File: src/rtl/aes_arb_pkg.sv
// Shared types and helpers for the AES stream arbiter.
package aes_arb_pkg;

  localparam int unsigned MAX_REQ  = 8;
  localparam int unsigned REQ_ID_W = 3;

  typedef enum logic {
    ARB_IDLE  = 1'b0,
    ARB_GRANT = 1'b1
  } arb_state_t;

  // First set bit strictly after ptr, wrapping over MAX_REQ; unused requester slots are zero.
  function automatic logic [REQ_ID_W-1:0] rr_pick(input logic [MAX_REQ-1:0] valid,
                                                  input logic [REQ_ID_W-1:0] ptr);
    logic [REQ_ID_W-1:0] idx;
    logic                found;
    rr_pick = ptr;
    found   = 1'b0;
    for (int unsigned k = 1; k <= MAX_REQ; k++) begin
      idx = ptr + REQ_ID_W'(k);
      if (!found && valid[idx]) begin
        rr_pick = idx;
        found   = 1'b1;
      end
    end
  endfunction

endpackage

File: src/rtl/aes_arb_route_fifo.sv
// Route FIFO: owner index of every packet forwarded into the core, popped as its response completes.
module aes_arb_route_fifo
  import aes_arb_pkg::*;
#(
  parameter int unsigned DEPTH = 4
) (
  input  logic                clk,
  input  logic                rst,
  input  logic                i_push,
  input  logic [REQ_ID_W-1:0] i_push_id,
  input  logic                i_pop,
  output logic                o_full,
  output logic                o_empty,
  output logic [REQ_ID_W-1:0] o_head
);

  localparam int unsigned PTR_W = (DEPTH > 1) ? $clog2(DEPTH) : 1;
  localparam int unsigned CNT_W = $clog2(DEPTH + 1);

  logic [REQ_ID_W-1:0] r_mem [DEPTH];
  logic [PTR_W-1:0]    r_wptr;
  logic [PTR_W-1:0]    r_rptr;
  logic [CNT_W-1:0]    r_count;
  logic                w_push;
  logic                w_pop;

  assign o_full  = (r_count == CNT_W'(DEPTH));
  assign o_empty = (r_count == '0);
  assign o_head  = r_mem[r_rptr];
  assign w_push  = i_push & ~o_full;
  assign w_pop   = i_pop & ~o_empty;

  always_ff @(posedge clk or posedge rst) begin
    if (rst) begin
      r_wptr  <= '0;
      r_rptr  <= '0;
      r_count <= '0;
    end else begin
      if (w_push) r_wptr <= r_wptr + PTR_W'(1);
      if (w_pop)  r_rptr <= r_rptr + PTR_W'(1);
      case ({w_push, w_pop})
        2'b10:   r_count <= r_count + CNT_W'(1);
        2'b01:   r_count <= r_count - CNT_W'(1);
        default: r_count <= r_count;
      endcase
    end
  end

  // Storage needs no reset: entries are only read behind the count.
  always_ff @(posedge clk) begin
    if (w_push) r_mem[r_wptr] <= i_push_id;
  end

endmodule

File: src/rtl/aes_stream_arbiter.sv
// Packet-granular round-robin arbiter sharing one AES stream core; responses are steered back by a route FIFO.
// Optional ARB_STATS_EN adds per-requester packet counters (pkt_cnt) and a blocked-arbitration counter (stall_cnt).
module aes_stream_arbiter
  import aes_arb_pkg::*;
#(
  parameter int unsigned NUM_REQ     = 2,
  parameter int unsigned DATA_W      = 128,
  parameter int unsigned ROUTE_DEPTH = 4
) (
  input  logic                          clk,
  input  logic                          rst,
  input  logic [NUM_REQ*DATA_W-1:0]     s_req_tdata,
  input  logic [NUM_REQ*DATA_W/8-1:0]   s_req_tkeep,
  input  logic [NUM_REQ-1:0]            s_req_tlast,
  input  logic [NUM_REQ-1:0]            s_req_tvalid,
  output logic [NUM_REQ-1:0]            s_req_tready,
  output logic [DATA_W-1:0]             m_aes_tdata,
  output logic [DATA_W/8-1:0]           m_aes_tkeep,
  output logic                          m_aes_tlast,
  output logic                          m_aes_tvalid,
  input  logic                          m_aes_tready,
  input  logic [DATA_W-1:0]             s_aes_tdata,
  input  logic [DATA_W/8-1:0]           s_aes_tkeep,
  input  logic                          s_aes_tlast,
  input  logic                          s_aes_tvalid,
  output logic                          s_aes_tready,
  output logic [NUM_REQ*DATA_W-1:0]     m_rsp_tdata,
  output logic [NUM_REQ*DATA_W/8-1:0]   m_rsp_tkeep,
  output logic [NUM_REQ-1:0]            m_rsp_tlast,
  output logic [NUM_REQ-1:0]            m_rsp_tvalid,
  input  logic [NUM_REQ-1:0]            m_rsp_tready,
  output logic [NUM_REQ-1:0]            grant,
  output logic                          busy,
  output logic                          err_orphan
`ifdef ARB_STATS_EN
  ,
  output logic [NUM_REQ*16-1:0]         pkt_cnt,
  output logic [31:0]                   stall_cnt
`endif
);

  localparam int unsigned KEEP_W = DATA_W / 8;

  arb_state_t          r_state;
  arb_state_t          w_state_nxt;
  logic [REQ_ID_W-1:0] r_owner;
  logic [REQ_ID_W-1:0] w_owner_nxt;
  logic [REQ_ID_W-1:0] r_rr_ptr;
  logic [REQ_ID_W-1:0] w_rr_nxt;
  logic [NUM_REQ-1:0]  r_grant;
  logic [NUM_REQ-1:0]  w_grant_nxt;
  logic [REQ_ID_W-1:0] w_pick;
  logic                w_push;
  logic                w_pop;
  logic                w_fwd_last;
  logic                w_full;
  logic                w_empty;
  logic [REQ_ID_W-1:0] w_head;
  logic                r_err_orphan;

  assign w_pick     = rr_pick(MAX_REQ'(s_req_tvalid), r_rr_ptr);
  assign w_fwd_last = m_aes_tvalid & m_aes_tready & m_aes_tlast;
  assign w_pop      = s_aes_tvalid & s_aes_tready & s_aes_tlast;
  assign grant      = r_grant;
  assign busy       = (r_state == ARB_GRANT) | ~w_empty;
  assign err_orphan = r_err_orphan;

  aes_arb_route_fifo #(
    .DEPTH (ROUTE_DEPTH)
  ) u_route_fifo (
    .clk       (clk),
    .rst       (rst),
    .i_push    (w_push),
    .i_push_id (w_pick),
    .i_pop     (w_pop),
    .o_full    (w_full),
    .o_empty   (w_empty),
    .o_head    (w_head)
  );

  always_ff @(posedge clk or posedge rst) begin
    if (rst) begin
      r_state  <= ARB_IDLE;
      r_owner  <= '0;
      r_rr_ptr <= REQ_ID_W'(NUM_REQ - 1);
      r_grant  <= '0;
    end else begin
      r_state  <= w_state_nxt;
      r_owner  <= w_owner_nxt;
      r_rr_ptr <= w_rr_nxt;
      r_grant  <= w_grant_nxt;
    end
  end

  // Grant is taken only with route FIFO room and released on the owner's tlast handshake.
  always_comb begin
    w_state_nxt = r_state;
    w_owner_nxt = r_owner;
    w_rr_nxt    = r_rr_ptr;
    w_grant_nxt = r_grant;
    w_push      = 1'b0;
    case (r_state)
      ARB_IDLE: begin
        if ((|s_req_tvalid) && !w_full) begin
          w_push      = 1'b1;
          w_owner_nxt = w_pick;
          w_grant_nxt = NUM_REQ'(1) << w_pick;
          w_state_nxt = ARB_GRANT;
        end
      end
      ARB_GRANT: begin
        if (w_fwd_last) begin
          w_rr_nxt    = r_owner;
          w_grant_nxt = '0;
          w_state_nxt = ARB_IDLE;
        end
      end
      default: w_state_nxt = ARB_IDLE;
    endcase
  end

  // Forward path: zero-latency pass-through from the owner to the core.
  always_comb begin
    m_aes_tdata  = '0;
    m_aes_tkeep  = '0;
    m_aes_tlast  = 1'b0;
    m_aes_tvalid = 1'b0;
    s_req_tready = '0;
    for (int unsigned i = 0; i < NUM_REQ; i++) begin
      if ((r_state == ARB_GRANT) && (r_owner == REQ_ID_W'(i))) begin
        m_aes_tdata     = s_req_tdata[i*DATA_W +: DATA_W];
        m_aes_tkeep     = s_req_tkeep[i*KEEP_W +: KEEP_W];
        m_aes_tlast     = s_req_tlast[i];
        m_aes_tvalid    = s_req_tvalid[i];
        s_req_tready[i] = m_aes_tready;
      end
    end
  end

  // Return path: payload is broadcast, only the route FIFO head sees valid.
  assign m_rsp_tdata = {NUM_REQ{s_aes_tdata}};
  assign m_rsp_tkeep = {NUM_REQ{s_aes_tkeep}};
  assign m_rsp_tlast = {NUM_REQ{s_aes_tlast}};

  always_comb begin
    m_rsp_tvalid = '0;
    s_aes_tready = 1'b0;
    for (int unsigned i = 0; i < NUM_REQ; i++) begin
      if (!w_empty && (w_head == REQ_ID_W'(i))) begin
        m_rsp_tvalid[i] = s_aes_tvalid;
        s_aes_tready    = m_rsp_tready[i];
      end
    end
  end

  always_ff @(posedge clk or posedge rst) begin
    if (rst) begin
      r_err_orphan <= 1'b0;
    end else if (s_aes_tvalid && w_empty) begin
      r_err_orphan <= 1'b1;
    end
  end

`ifdef ARB_STATS_EN
  logic [15:0] r_pkt_cnt [NUM_REQ];
  logic [31:0] r_stall_cnt;

  always_ff @(posedge clk or posedge rst) begin
    if (rst) begin
      for (int unsigned i = 0; i < NUM_REQ; i++) r_pkt_cnt[i] <= '0;
      r_stall_cnt <= '0;
    end else begin
      for (int unsigned i = 0; i < NUM_REQ; i++) begin
        if (w_push && (w_pick == REQ_ID_W'(i))) r_pkt_cnt[i] <= r_pkt_cnt[i] + 16'd1;
      end
      if ((r_state == ARB_IDLE) && (|s_req_tvalid) && w_full && (r_stall_cnt != '1))
        r_stall_cnt <= r_stall_cnt + 32'd1;
    end
  end

  always_comb begin
    pkt_cnt = '0;
    for (int unsigned i = 0; i < NUM_REQ; i++) pkt_cnt[i*16 +: 16] = r_pkt_cnt[i];
  end
  assign stall_cnt = r_stall_cnt;
`endif

endmodule
File: config.mk
export PLATFORM = sky130hd
export DESIGN_NAME = aes_stream_arbiter
export DESIGN_NICKNAME = d
export VERILOG_FILES = /design/src/rtl/aes_arb_pkg.sv /design/src/rtl/aes_arb_route_fifo.sv /design/src/rtl/aes_stream_arbiter.sv
export SDC_FILE = /design/constraint.sdc
export NUM_CORES = 1
export LEC_CHECK = 0
export ABC_AREA = 1
export BUFFER_PORTS_ARGS = -buffer_cell sky130_fd_sc_hd__buf_2
export CORE_AREA = 2 2 341 343
export CTS_BUF_LIST = sky130_fd_sc_hd__clkbuf_4 sky130_fd_sc_hd__clkbuf_8
export DETAILED_ROUTE_END_ITERATION = 8
export DIE_AREA = 0 0 343 345
export HOLD_SLACK_MARGIN = 0.15
export SLEW_MARGIN = 15
export SYNTH_ARGS = -nofsm -noshare
export SYNTH_HDL_FRONTEND = slang
export SYNTH_SLANG_ARGS = --single-unit
File: constraint.sdc
create_clock -name clk -period 6.9 [get_ports clk]
set_clock_uncertainty 0.1 [all_clocks]
set_input_delay 0.345 -clock clk [delete_from_list [all_inputs] [get_ports clk]]
set_output_delay 0.345 -clock clk [all_outputs]
set_load 0.01 [all_outputs]
# Word-level counts from Yosys, hierarchy flattened
# Memories as Yosys holds them, arrays and structs flattened.
# Index checks and enable logic that the tools add are counted.
[op_classes]
add_sub_neg = 11
n_lt_le_gt_ge = 8
n_eq_ne = 7
n_shift = 1
n_mux = 55
bitwise = 10
reduce_logical = 30
[op_table]
columns = ["cell", "n"]
rows = [
  ["$mux 128", 2],
  ["$lt 3x4->1 const B", 8],
  ["$mux 16", 2],
  ["$mux 1", 30],
  ["$bmux 1 s3", 8],
  ["$mux 3", 8],
  ["$logic_and 1x1->1", 13],
  ["$add 3x3->3 const B", 4],
  ["$logic_not 1->1", 9],
  ["$logic_not 3->1", 3],
  ["$add 3x1->3 const B", 2],
  ["$add 3x2->3 const B", 2],
  ["$and 1x1->1", 6],
  ["$eq 3x1->1 const B", 2],
  ["$pmux 3 s2", 1],
  ["$reduce_and 2->1", 3],
  ["$add 2x1->2 const B", 2],
  ["$mux 2", 2],
  ["$pmux 2 s2", 1],
  ["$eq 3x3->1 const B", 1],
  ["$not 1->1", 3],
  ["$shl 1x3->2 const A", 1],
  ["$sub 3x1->3 const B", 1],
  ["$eq 2x1->1 const B", 1],
  ["other kinds (7)", 7],
]
[totals]
regBits = 17
mem_bits_rw = 12
input_bits = 443
elab_cells = 131
mem_count = 1
[memory_table]
columns = ["memory", "depth", "word_bits", "read_ports", "rd_ports_with_merged_regs", "wr", "line", "source"]
rows = [
  ["u_route_fifo.r_mem", 4, 3, 1, 0, 1, "aes_arb_route_fifo.sv:20", "logic [REQ_ID_W-1:0] r_mem [DEPTH];"],
]

# Depth between registers and ports, before layout
# Gate-level depths: netlist of the first run.
[logic_depth]
depth_word = 28
depth_mapped = 16

# By module
# Synthesis of the first run repeated with hierarchy kept, for this count alone.
[unflattened]
cells_unflattened = 957
hier_area_um2 = 6193.4
[modules_own_cells]
columns = ["mod", "instances", "cells_per_inst", "area_each_um2", "seq_area_each_um2"]
rows = [
  ["aes_stream_arbiter", 1, 860, 5232.5, 251.5],
  ["aes_arb_route_fifo", 1, 97, 960.9, 535.5],
]

# Worst setup path after synthesis of the first run
# OpenSTA, ideal clock, no wires.
[synth_path]
path_kind = "reg2reg"
startpoint = "register u_route_fifo.r_rptr[0]"
endpoint = "register u_route_fifo.r_count[2]"
arrival_ns = 2.091
t_required_ns = 6.669
setup_slack_ns = 4.578
stages_incl_launch_ff = 15
n_path_buf = 1
period_less_slack_ns = 2.322
cell_sequence = "dfrtp_1 > buf_6 > nand2_1 > a21oi_1 > nor2_1 > nand2_1 > a21oi_2 > nand3_2 > inv_1 > ha_1 > inv_1 > fa_1 > a21oi_1 > o21ai_0 > xor2_1"
[synth_between]
elab_chain_cells = 10
elab_cells_between_ends = 14
cone_classes = "eq/ne (3); mux (3); bitwise (3); reduce/logical (4); memory (1)"
[synth_rtl]
columns = ["element", "line", "source"]
rows = [
  ["from (decl)", "aes_arb_route_fifo.sv:22", "logic [PTR_W-1:0] r_rptr;"],
  ["from (signal assigned)", "aes_arb_route_fifo.sv:40", "if (w_pop) r_rptr <= r_rptr + PTR_W'(1);"],
  ["$mem_v2 4x3 (*)", "n/a", ""],
  ["$logic_not 3->1", "aes_stream_arbiter.sv:149", "if (!w_empty && (w_head == REQ_ID_W'(i))) begin"],
  ["$logic_and 1x1->1", "aes_stream_arbiter.sv:149", ""],
  ["$mux 1", "aes_stream_arbiter.sv:149", ""],
  ["$mux 1 (*)", "aes_stream_arbiter.sv:149", ""],
  ["$and 1x1->1 (*) (2 in a row)", "aes_stream_arbiter.sv:63", "assign w_pop = s_aes_tvalid & s_aes_tready & s_aes_tlast;"],
  ["$and 1x1->1 (*)", "aes_arb_route_fifo.sv:31", "assign w_pop = i_pop & ~o_empty;"],
  ["net u_route_fifo.w_pop", "aes_arb_route_fifo.sv:25", "logic w_pop;"],
  ["$eq 2x1->1 or $eq 2x2->1 (tied branches)", "aes_arb_route_fifo.sv:41", "case ({w_push, w_pop})"],
  ["$pmux 3 s2 or $reduce_bool 2->1 (tied branches)", "n/a", ""],
  ["to (signal assigned)", "aes_arb_route_fifo.sv:42", "2'b10: r_count <= r_count + CNT_W'(1);"],
  ["to (signal assigned)", "aes_arb_route_fifo.sv:43", "2'b01: r_count <= r_count - CNT_W'(1);"],
  ["to (signal assigned)", "aes_arb_route_fifo.sv:44", "default: r_count <= r_count;"],
  ["to (decl)", "aes_arb_route_fifo.sv:23", "logic [CNT_W-1:0] r_count;"],
]
# Mark *: on every way through the listed nets, which the timed path passes. The rest lies on a longest branch.
# A chain may end at the register's enable or synchronous reset.

# Worst setup path in the final report of the first run
[layout_path]
startpoint = "register r_owner[1]"
endpoint = "output port m_aes_tdata[94]"
[layout_between]
elab_chain_cells = 4
elab_cells_between_ends = 6
cone_classes = "eq/ne (1); mux (2); reduce/logical (3)"
[layout_rtl]
columns = ["element", "line", "source"]
rows = [
  ["from (decl)", "aes_stream_arbiter.sv:46", "logic [REQ_ID_W-1:0] r_owner;"],
  ["from (signal assigned)", "aes_stream_arbiter.sv:89", "r_owner <= w_owner_nxt;"],
  ["$logic_not 3->1", "aes_stream_arbiter.sv:130", "if ((r_state == ARB_GRANT) && (r_owner == REQ_ID_W'(i))) begin"],
  ["$logic_and 1x1->1", "aes_stream_arbiter.sv:130", ""],
  ["$mux 128", "aes_stream_arbiter.sv:130", ""],
  ["$mux 128 (*)", "aes_stream_arbiter.sv:130", ""],
  ["to (decl)", "aes_stream_arbiter.sv:17", "output logic [DATA_W-1:0] m_aes_tdata,"],
]
# Every way passes the cells marked *; elsewhere a longest branch is shown, timed or not.

==> implementation parameters, run 1 <==
Parameter                              Value

Run status
  Result of the run ... finished, final reports clean

CTS
  Count of buffers added by post-CTS timing repair for setup ... 0
  Maximum clock insertion buffer count ... 2
  Clk sinks ... 29
  Later-pin clock latency in the skew report ... 280 ps
  Total clock buffers created by CTS ... 5
  Number of H-tree levels ... 2
  Root Buffer Master ... sky130_fd_sc_hd__clkbuf_8
  Clock transition at the register clock pins on the worst setup and hold paths after CTS ... 60 ps
  CTS tree ... built

Yosys
  Synthesis-stage register bit count ... 29
  Post-synthesis cell type count ... 35
  Synth top area share ... 0.352
  Summed instance area of the synthesized netlist ... 6210 µm²
  Post-synth top flop ... sky130_fd_sc_hd__dfrtp_1
  Number of enable flip-flop cells after synthesis ... 12
  Share of flip-flops with an asynchronous set or reset after synthesis ... 0.586
  Total of warnings raised by yosys ... 0
  Most repeated cell in the gate-level netlist after synthesis ... sky130_fd_sc_hd__inv_1
  Post-synthesis cell type with the largest combined area ... sky130_fd_sc_hd__buf_4
  Share of the yosys chip area belonging to registers ... 0.127
  Most frequent cells after synthesis ... sky130_fd_sc_hd__inv_1 (327), sky130_fd_sc_hd__buf_4 (291), sky130_fd_sc_hd__o22ai_1 (124)
  Number of cells produced by synthesis ... 957
  Synth area leaders ... sky130_fd_sc_hd__buf_4 (35%), sky130_fd_sc_hd__inv_1 (20%), sky130_fd_sc_hd__o22ai_1 (12%), sky130_fd_sc_hd__dfrtp_1 (6.4%), sky130_fd_sc_hd__edfxtp_1 (5.8%)
  Syn nets ... 1408
  Avg Inst Size Synth ... 6.49 µm²

Pwr
  Static power due to leakage ... 0.00459 µW
  P per Cell Area ... 348 nW/µm²
  Worst VDD drop ... 0.575 mV
  Power Total ... 2850 µW

Timing
  Final WS setup ... 3100 ps
  Number of max-slew violations in the final report ... 0
  Count of final setup violators ... 0
  Final total negative setup slack ... 0 ps
  Least-Margin Pin Slew ... 795 ps
  Final Cycle Share ... 0.551
  Clock period minus worst slack ... 3800 ps
  Final Hold Violating Endpoints ... 0
  Maximum clock rate ... 263 MHz
  Worst relative slew slack ... 0.470
  Setup repair after global routing missed its margin ... false

Setup path
  Data required time of the worst path ... 6450 ps
  Critical path start-end classification ... flop to primary output
  Type of element launching the critical path ... flop
  Kind of cell with the highest combined delay on the critical path ... buffers and inverters
  Worst-path cell chain ... nor2_1 > nand3_4 > buf_12 > buf_4 > o22ai_1 > buf_2
  Worst Path Buf+Inv ... 3
  Cell at the slowest stage of the critical path ... sky130_fd_sc_hd__o22ai_1
  Reg2Reg Setup Slack ... 3940 ps
  Slowest Stage Delay on Critical Path ... 650 ps
  Worst endpoint data arrival time ... 3360 ps
  Crit Path Max Fanout ... 55
  Crit. End Element ... primary output

Layout
  Fraction of final layout cells with drive strength greater than 1 ... 0.468
  Final Instance Count excl. Fillers ... 2629
  Number of filler cells placed in the layout ... 13789
  Area delta synth->final ... 31.7%
  Final-stage net count ... 1550

Routing
  Vias ... 6751
  Drt first-iter violations ... 353
  Post-route DRC violation count ... 0
  DRT Pass-1 Iters ... 6
  Vias per inst ... 2.57
  Total length of routed wires ... 70.9 mm
  Antenna Violating Nets Remaining ... 0
  Wire length per cell after detailed routing ... 27.0 µm

Floorplan
  Die W ... 343 µm
  Starting density of the core ... 0.0540
  Height of the die ... 345 µm
  Number of placed I/O pins ... 888
  Total core area ... 115000 µm²
  Area enclosed by the die boundary ... 118000 µm²
  Number of core rows ... 125

Run
  Max-Cap Viols ... 0

Global route
  First-pass GRT wire length ... 83.1 mm
  Largest net degree at the start of global routing ... 83
  Global Route Usage Sum ... 0.114
  Number of global-route vias before repair ... 6593
  Total grt overflow ... 0
  Antenna violations before repair ... 39

Place
  Setup slack at placement ... 3410 ps
  Routability cong. ... 1.08
  Number of cells after detailed placement ... 2615
  Placed wire-length estimate ... 67.3 mm
  I/O Buffers ... 455

Hold path
  Path class of the lowest-slack min-delay path ... input port to flop
==> final timing paths <==
kind                       cells after the start                       to         start
min in group asynchronous                      3  u_route_fifo.r_count[1]           rst
max in group asynchronous                      3               r_owner[0]           rst
setup / recovery                               6          m_aes_tdata[94]    r_owner[1]
hold / removal                                 3               err_orphan  s_aes_tvalid
hold reg to reg                                1               err_orphan    err_orphan
setup reg to reg                               9                 grant[1]    r_owner[1]
==> layer usage <==
layer  GRT usage  vias to the layer above  share of wire  routed length, µm
met1       0.116                     3033           0.34              24100
met2       0.174                      745           0.43              30200
met4      0.0229                        8          0.025               1750
li1            -                     2857              -                  -
met3       0.101                      108           0.21              14800
met5    0.000817                        -        0.00086                 61
==> layout by cell type (no fill, tap or decap), types with 3 or more instances in the layout <==
master	count
sky130_fd_sc_hd__dfrtp_1	16
sky130_fd_sc_hd__o22ai_1	124
sky130_fd_sc_hd__buf_2	455
sky130_fd_sc_hd__nor2_1	15
sky130_fd_sc_hd__nand4_1	5
sky130_fd_sc_hd__edfxtp_1	12
sky130_fd_sc_hd__nand3_2	4
sky130_fd_sc_hd__inv_2	4
sky130_fd_sc_hd__o22ai_2	22
sky130_fd_sc_hd__nand2_1	53
sky130_fd_sc_hd__ha_1	7
sky130_fd_sc_hd__o21ai_0	4
sky130_fd_sc_hd__nand2_2	7
sky130_fd_sc_hd__inv_1	327
sky130_fd_sc_hd__xor2_1	3
sky130_fd_sc_hd__diode_2	5
sky130_fd_sc_hd__nand3_1	7
sky130_fd_sc_hd__nor3_1	3
sky130_fd_sc_hd__clkbuf_8	5
==> report_power, final <==
part	switching [µW]	internal, µW
Sequential	51.3	232
Combinational	1690	744
Clock	63.2	73.6
Total	1800	1050
==> layout make-up <==
type	instances	area, µm²	area share
clock buffers	6	76.3	0.00933
diodes	5	12.5	0.00153
repair buffers	460	2340	0.286
clock inverters	2	10.0	0.00122
inverters	331	1240	0.152
multi-input cells	272	1800	0.220
flip-flops and latches	29	787	0.0962
well taps	1524	1910	0.233
==> logic make-up after synthesis <==
kind of cell / after synthesis / synth area share
buf+inv: 656 / 0.586
compound gates: 158 / 0.181
simple gates: 101 / 0.0791
flops: 29 / 0.127
fa+ha+maj: 8 / 0.0173
xor+xnor: 5 / 0.0101
==> registers in the layout, indices dropped and copies added (netlist names) <==
| name | cells |
|---|---|
| r_state | 1 |
| r_owner | 3 |
| u_route_fifo.r_rptr | 2 |
| err_orphan | 1 |
| grant | 2 |
| r_rr_ptr | 3 |
| u_route_fifo.r_wptr | 2 |
| u_route_fifo.r_mem | 12 |
| u_route_fifo.r_count | 3 |
==> worst reg2reg max path, delay by kind of cell (launching register included) <==
kind	cells	cell delay, ps
simple gates	6	1310
compound gates	1	600
buf+inv	2	440
flops	1	390
==> repair_timing <==
action / in CTS / in global routing
endpoints found under the hold margin: 16 / 0
hold buffers: 1 / 0
gates resized for setup: 0 / 0
==> metrics by stage <==
step | utilization | hold WS [ps] | instance area [µm²]
CTS | 0.0710 | 266 | 8170
finish | 0.0711 | 271 | 8180
global placement | 0.0701 | 356 | 8070
global route | 0.0710 | 303 | 8180
floorplan | - | 170 | 6210
detailed placement | 0.0701 | 357 | 8070
Power figures use the tool's default switching activity.
==> run 2: changes to the inputs <==
--- a/config.mk
+++ b/config.mk
@@ -5,12 +5,12 @@
 export SDC_FILE = /design/constraint.sdc
 export NUM_CORES = 1
 export LEC_CHECK = 0
-export ABC_AREA = 1
+export ABC_AREA = 0
 export BUFFER_PORTS_ARGS = -buffer_cell sky130_fd_sc_hd__buf_2
-export CORE_AREA = 2 2 341 343
+export CORE_AREA = 2 2 342 344
 export CTS_BUF_LIST = sky130_fd_sc_hd__clkbuf_4 sky130_fd_sc_hd__clkbuf_8
 export DETAILED_ROUTE_END_ITERATION = 8
-export DIE_AREA = 0 0 343 345
+export DIE_AREA = 0 0 344 346
 export HOLD_SLACK_MARGIN = 0.15
 export SLEW_MARGIN = 15
 export SYNTH_ARGS = -nofsm -noshare
==> constraint.sdc (replaced) <==
create_clock -name clk -period 3.75 [get_ports clk]
set_clock_uncertainty 0.1 [all_clocks]
set_input_delay 0.1875 -clock clk [delete_from_list [all_inputs] [get_ports clk]]
set_output_delay 0.1875 -clock clk [all_outputs]
set_load 0.01 [all_outputs]
==> run 2 against run 1 <==
  * Highest routed layer unchanged
  * Critical path type unchanged
  * Global-route usage decreased by 2.2 points
  * Routed wire length decreased by 17%
  * Register-to-register slack worse by 2900 ps
  * Largest power group unchanged
  * First-iteration DRC count shrank 22%
  * Total power grew 70%
  * Clock power grew 150%
  * Synthesized area down 17%
  * Utilization down 0.74 points
  * Combinational power is 63% higher
  * Synthesized cell count decreased by 37%
  * Setup slack got worse by 2100 ps
==> implementation parameters, run 2 <==
Parameter                              Value

Timing
  Least-Margin Pin Slew ... 1020 ps (+222 ps)
  Worst relative slew slack ... 0.322 (-0.148)
  Number of max-slew violations in the final report ... 0 (unchanged)
  Final Hold Violating Endpoints ... 0 (unchanged)
  Final total negative setup slack ... 0 ps (unchanged)
  Final WS setup ... 993 ps (-2100 ps)
  Final Cycle Share ... 0.735
  Count of final setup violators ... 0 (unchanged)
  Maximum clock rate ... 363 MHz
  Clock period minus worst slack ... 2760 ps
  Setup repair after global routing missed its margin ... false

Yosys
  Post-synth top flop ... sky130_fd_sc_hd__dfrtp_1
  Post-synthesis cell type with the largest combined area ... sky130_fd_sc_hd__buf_4
  Avg Inst Size Synth ... 8.52 µm² (+31%)
  Post-synthesis cell type count ... 43 (+23%)
  Most frequent cells after synthesis ... sky130_fd_sc_hd__buf_4 (292), sky130_fd_sc_hd__a22o_1 (145), sky130_fd_sc_hd__clkbuf_1 (23)
  Synthesis-stage register bit count ... 29 (unchanged)
  Most repeated cell in the gate-level netlist after synthesis ... sky130_fd_sc_hd__buf_4
  Synth top area share ... 0.426 (+0.0743)
  Share of flip-flops with an asynchronous set or reset after synthesis ... 0.586 (unchanged)
  Number of cells produced by synthesis ... 604 (-37%)
  Number of enable flip-flop cells after synthesis ... 12 (unchanged)
  Share of the yosys chip area belonging to registers ... 0.153 (+0.0262)
  Synth area leaders ... sky130_fd_sc_hd__buf_4 (43%), sky130_fd_sc_hd__a22o_1 (25%), sky130_fd_sc_hd__dfrtp_1 (7.8%), sky130_fd_sc_hd__edfxtp_1 (7.0%), sky130_fd_sc_hd__ha_1 (1.7%)
  Summed instance area of the synthesized netlist ... 5150 µm² (-17%)
  Syn nets ... 1055 (-25%)
  Total of warnings raised by yosys ... 0 (unchanged)

Place
  Setup slack at placement ... 1100 ps (-2310 ps)
  Placed wire-length estimate ... 54.2 mm (-19%)
  Cell area after placement ... 7080 µm² (-12%)
  Routability cong. ... 0.697 (-35%)
  I/O Buffers ... 455 (unchanged)

Setup path
  Crit Path Max Fanout ... 25 (-55%)
  Critical path start-end classification ... flop to primary output
  Data required time of the worst path ... 3460 ps (-2990 ps)
  Crit. End Element ... primary output
  Worst endpoint data arrival time ... 2470 ps (-890 ps)
  Type of element launching the critical path ... flop
  Reg2Reg Setup Slack ... 1080 ps (-2860 ps)

Global route
  First-pass GRT wire length ... 66.7 mm (-20%)
  Largest net degree at the start of global routing ... 145 (+75%)
  Number of global-route vias before repair ... 4749 (-28%)
  Antenna violations before repair ... 93 (+140%)
  Global Route Usage Sum ... 0.0920 (-0.0217)
  Total grt overflow ... 0 (unchanged)

Pwr
  Static power due to leakage ... 0.00320 µW (-30%)
  Switching share of total power ... 0.551 (-0.0808)
  Sequential cell fraction of total power ... 0.110 (+0.011)
  Power Internal ... 2170 µW (+110%)
  Net Switching ... 2660 µW (+48%)
  Worst VDD drop ... 0.387 mV (-33%)
  P per Cell Area ... 657 nW/µm² (+89%)
  Clock network power share ... 0.070 (+0.022)
  Combinational cell fraction of total power ... 0.820 (-0.033)

Layout
  Highest-count cells in the layout ignoring fill and taps ... sky130_fd_sc_hd__buf_2 (455), sky130_fd_sc_hd__a22o_1 (145), sky130_fd_sc_hd__dfrtp_1 (16)
  Number of filler cells placed in the layout ... 13724 (-0.47%)
  Area delta synth->final ... 42.8%
  Fraction of final layout cells with drive strength greater than 1 ... 0.643 (+0.174)
  Final-stage net count ... 1200 (-23%)
  Commonest non-fill, non-tap cell in the layout ... sky130_fd_sc_hd__buf_2
  Largest Register ... u_route_fifo.r_mem
  Finished layout cell area ... 7350 µm² (-10%)
  Flip-flop count of the largest register after layout ... 12 (unchanged)

Routing
  DRT Pass-1 Iters ... 4 (-2)
  Antenna Violating Nets Remaining ... 0 (unchanged)
  Vias per inst ... 2.38 (-7.4%)
  Total length of routed wires ... 58.8 mm (-17%)
  Vias ... 5524 (-18%)
  Wire length per cell after detailed routing ... 25.3 µm (-6.1%)
  Drt first-iter violations ... 275 (-22%)
  Post-route DRC violation count ... 0 (unchanged)

Floorplan
  Starting density of the core ... 0.0446 (-0.00938)
  Number of core rows ... 125 (unchanged)
  Number of placed I/O pins ... 888 (unchanged)
  Area enclosed by the die boundary ... 119000 µm² (+0.58%)
  Die W ... 344 µm (+0.29%)
  Total core area ... 115000 µm² (+0.27%)
  Height of the die ... 346 µm (+0.29%)

CTS
  Clk sinks ... 29 (unchanged)
  Total clock buffers created by CTS ... 5 (unchanged)
  Maximum clock insertion buffer count ... 2 (unchanged)
  Number of H-tree levels ... 2 (unchanged)
  Clock transition at the register clock pins on the worst setup and hold paths after CTS ... 70 ps (about the same)
  Count of buffers added by post-CTS timing repair for setup ... 0 (unchanged)
  Root Buffer Master ... sky130_fd_sc_hd__clkbuf_8
  Later-pin clock latency in the skew report ... 290 ps (about the same)
  CTS tree ... built

Run
  Max-Cap Viols ... 0 (unchanged)

Run status
  Result of the run ... finished, final reports clean

Hold path
  Path class of the lowest-slack min-delay path ... input port to flop
[run 2: repair_timing]
item / CTS / global route
setup endpoints to repair: 0 / 0
gates resized for setup: 0 / 0
hold buffers: 3 / 0
endpoints found under the hold margin: 20 / 0
[run 2: routing by layer]
metal | track usage | routed length (µm)
met1 | 0.101 | 21800
met4 | 0.0160 | 2180
met5 | 0.00368 | 263
met2 | 0.130 | 22200
met3 | 0.0855 | 12400
[run 2: layout make-up]
cell class,count,area [µm²],share of cell area
timing repair buffer,463,2380,0.324
antenna,50,125,0.0170
inverter,13,48.8,0.00664
clock buffer,5,68.8,0.00936
multi-input combinational,237,1980,0.270
tap,1524,1910,0.259
sequential,29,787,0.107
clock inverter,3,46.3,0.00630
[run 2: final timing paths]
check,endpoint,cells after the start,from
min in group asynchronous,u_route_fifo.r_rptr[1],3,rst
min,r_rr_ptr[1],3,s_req_tlast[1]
max in group asynchronous,r_owner[1],3,rst
min reg2reg,err_orphan,1,err_orphan
max,m_aes_tdata[89],6,r_owner[1]
max reg2reg,r_owner[0],8,r_rr_ptr[0]
[run 2: logic make-up (layout without fill, tap and decap cells)]
kind of cell             after synthesis  in the layout  share of synthesized area
buffers and inverters                338            484                      0.464
other                                  0             50                          0
flip-flops                            29             29                      0.153
AND/OR/NAND/NOR                       48             48                     0.0484
adder cells (fa/ha/maj)                8              8                     0.0209
multiplexers                           9              9                     0.0236
XOR/XNOR                               9              9                     0.0168
AO/OA/AOI/OAI                        163            163                      0.273
[run 2: power groups by stage]
stage / sequential (µW) / combinational, µW / clock, µW
floorplan: 504 / 2440 / 0
global placement: 532 / 4010 / 0
CTS: 531 / 4080 / 344
finish: 532 / 3960 / 339
global route: 544 / 4310 / 355
detailed placement: 537 / 4050 / 0
[run 2: critical path, cell delays in order (launching register included)]
cell,delay [ps]
sky130_fd_sc_hd__dfrtp_1,380
sky130_fd_sc_hd__nor2_1,130
sky130_fd_sc_hd__nand2_1,160
sky130_fd_sc_hd__nor2_4,580
sky130_fd_sc_hd__buf_4,420
sky130_fd_sc_hd__a22o_1,210
sky130_fd_sc_hd__buf_2,230
[run 2: metrics by stage]
step / utilization / hold slack, ps / std cells / power, µW
finish: 0.0637 / 208 / 2324 / 4830
global route: 0.0626 / 219 / 2274 / 5210
CTS: 0.0626 / 199 / 2274 / 4960
detailed placement: 0.0613 / 240 / 2263 / 4590
global placement: 0.0613 / 218 / 2263 / 4540
floorplan: - / 12.8 / 604 / 2940
==> run 3: changes to the inputs <==
==> constraint.sdc (replaced) <==
create_clock -name clk -period 2.8 [get_ports clk]
set_clock_uncertainty 0.1 [all_clocks]
set_input_delay 0.14 -clock clk [delete_from_list [all_inputs] [get_ports clk]]
set_output_delay 0.14 -clock clk [all_outputs]
set_load 0.01 [all_outputs]
==> run 3 against run 2 <==
  * Setup slack lost 850 ps
  * Utilization about the same
  * Via count is 0.47% higher
  * Final cell count decreased by 0.86%
  * Critical path type is now flop to flop
  * Highest routed layer unchanged
==> implementation parameters, run 3 (synthesis gave the netlist of run 2 again) <==
Parameter                              Value

Global route
  Total grt overflow ... 0 (unchanged)
  Largest net degree at the start of global routing ... 67 (-54%)
  Met3 layer usage reported by global route ... 0.0978 (+0.0124)
  Met2 Use GR ... 0.127 (-0.00336)
  Antenna violations before repair ... 90 (-3.2%)
  Global Route Usage Sum ... 0.0910 (-0.00106)
  Most Crowded Layer GR ... met2
  Number of global-route vias before repair ... 4753 (+0.084%)
  Met1 layer usage reported by global route ... 0.0924 (-0.00841)
  First-pass GRT wire length ... 65.6 mm (-1.8%)

CTS
  Maximum clock insertion buffer count ... 2 (unchanged)
  Post-cts resize count ... 0 (unchanged)
  Later-pin clock latency in the skew report ... 280 ps (about the same)
  Number of H-tree levels ... 2 (unchanged)
  Clock transition at the register clock pins on the worst setup and hold paths after CTS ... 60 ps (about the same)
  Root Buffer Master ... sky130_fd_sc_hd__clkbuf_8
  Clk sinks ... 29 (unchanged)
  Total clock buffers created by CTS ... 5 (unchanged)
  CTS tree ... built

Place
  Placed wire-length estimate ... 54.1 mm (-0.30%)
  Routability cong. ... 0.742 (+6.5%)
  I/O Buffers ... 455 (unchanged)

Floorplan
  Area enclosed by the die boundary ... 119000 µm² (unchanged)
  Total core area ... 115000 µm² (unchanged)
  Starting density of the core ... 0.0446 (unchanged)
  Height of the die ... 346 µm (unchanged)
  Die W ... 344 µm (unchanged)
  Number of placed I/O pins ... 888 (unchanged)
  Number of core rows ... 125 (unchanged)

Layout
  Flip-flop count of the largest register after layout ... 12 (unchanged)
  Fraction of final layout cells with drive strength greater than 1 ... 0.644 (+0.00142)
  Largest Register ... u_route_fifo.r_mem
  Commonest non-fill, non-tap cell in the layout ... sky130_fd_sc_hd__buf_2
  Highest-count cells in the layout ignoring fill and taps ... sky130_fd_sc_hd__buf_2 (455), sky130_fd_sc_hd__a22o_1 (145), sky130_fd_sc_hd__dfrtp_1 (16)
  Area delta synth->final ... 41.8%
  Final cell utilization of the core ... 0.0632 (-0.000444)
  Final-stage net count ... 1203 (+0.25%)

Setup path
  Endpoint of the most critical register-to-register path ... u_route_fifo.r_count[2]
  Count of cells along the worst register-to-register path ... 9 (+1)
  R2R Path Start ... u_route_fifo.r_rptr[0]
  Data required time of the worst path ... 2900 ps (-560 ps)
  Worst endpoint data arrival time ... 2760 ps (+290 ps)
  Reg2Reg Setup Slack ... 140 ps (-940 ps)
  Type of element launching the critical path ... flop
  Crit Path Max Fanout ... 3 (-88%)
  Crit. End Element ... flop
  Critical path start-end classification ... flop to flop

Timing
  Least-Margin Pin Slew ... 696 ps (-321 ps)
  Number of max-slew violations in the final report ... 0 (unchanged)
  Final total negative setup slack ... 0 ps (unchanged)
  Count of final setup violators ... 0 (unchanged)
  Clock period minus worst slack ... 2660 ps
  Final Hold Violating Endpoints ... 0 (unchanged)
  Maximum clock rate ... 376 MHz
  Final Cycle Share ... 0.950
  Worst relative slew slack ... 0.535 (+0.213)
  Setup repair after global routing missed its margin ... false

Routing
  Vias per inst ... 2.41 (+1.3%)
  DRT Pass-1 Iters ... 5 (+1)
  Antenna Violating Nets Remaining ... 0 (unchanged)
  Vias ... 5550 (+0.47%)
  Post-route DRC violation count ... 0 (unchanged)
  Drt first-iter violations ... 269 (-2.2%)
  Wire length per cell after detailed routing ... 25.2 µm (-0.34%)
  Total length of routed wires ... 58.1 mm (-1.2%)

Hold path
  Destination of the worst hold path ... m_rsp_tdata[126]
  HP Start ... s_aes_tdata[126]
  Path class of the lowest-slack min-delay path ... input port to primary output
  Cell depth of the worst min-delay path ... 0 (-3)

Pwr
  Worst VDD drop ... 0.385 mV (-0.48%)
  P per Cell Area ... 875 nW/µm² (+33%)
  Static power due to leakage ... 0.00321 µW (+0.26%)
  Power Total ... 6390 µW (+32%)

Run
  Max-Cap Viols ... 0 (unchanged)

Run status
  Result of the run ... finished, final reports clean
==> run 3: worst max-delay path by stage <==
| stage | startpoint | end | slack (ps) | depth (start not counted) |
|---|---|---|---|---|
| 3_5_place_dp | u_route_fifo.r_rptr[0] | u_route_fifo.r_count[2] | 140 | 9 |
| 4_1_cts | u_route_fifo.r_rptr[0] | u_route_fifo.r_count[2] | 130 | 9 |
| 3_3_place_gp | u_route_fifo.r_rptr[0] | u_route_fifo.r_count[2] | 180 | 9 |
| 6_report | u_route_fifo.r_rptr[0] | u_route_fifo.r_count[2] | 140 | 9 |
| 2_1_floorplan | r_rr_ptr[0] | r_owner[0] | 300 | 10 |
| 5_1_grt | u_route_fifo.r_rptr[0] | u_route_fifo.r_count[2] | 20 | 9 |
==> run 3: metrics by stage <==
stage / hold slack (ps) / cell area [µm²] / worst slack (ps) / instances
detailed placement: 174 / 7110 / 145 / 2266
CTS: 173 / 7230 / 130 / 2277
global route: 180 / 7230 / 20.1 / 2277
floorplan: -34.7 / 5150 / 303 / 604
finish: 180 / 7300 / 141 / 2304
global placement: 173 / 7110 / 177 / 2266
==> run 3: power by group <==
part	leakage [µW]	switching, µW	total [µW]	internal (µW)
clock	0.0000441	157	328	171
sequential	0.000317	106	699	593
combinational	0.00285	3280	5360	2080
total	0.00321	3540	6390	2840
==> run 3: timing repair <==
item / 4_1_cts / 5_1_grt
setup buffers: 0 / 0
hold endpoints to repair: 20 / 0
hold buffers: 3 / 0
==> run 3: area by class of cell <==
type                    count  area [µm²]
diodes                     27        67.6
clock buffers               5        68.8
clock inverters             3        17.5
fillers                 13752      108000
inverters                  13        48.8
multi-input cells         237        1980
flip-flops and latches     29         787
well taps                1524        1910
repair buffers            466        2420
==> run 3: per-layer routing <==
metal / vias to the layer above / routed length [µm]
met5: - / 260
met3: 221 / 13600
met2: 753 / 22100
met4: 42 / 2100
met1: 2365 / 20000
li1: 2169 / -
==> run 3: critical path, stage by stage, from the launching register on <==
cell,delay [ps]
sky130_fd_sc_hd__dfrtp_1,400
sky130_fd_sc_hd__mux4_2,550
sky130_fd_sc_hd__mux2i_1,170
sky130_fd_sc_hd__nor3b_2,310
sky130_fd_sc_hd__ha_1,240
sky130_fd_sc_hd__inv_1,60
sky130_fd_sc_hd__fa_1,370
sky130_fd_sc_hd__xor2_1,150
sky130_fd_sc_hd__nor2_1,110
sky130_fd_sc_hd__xor2_1,140
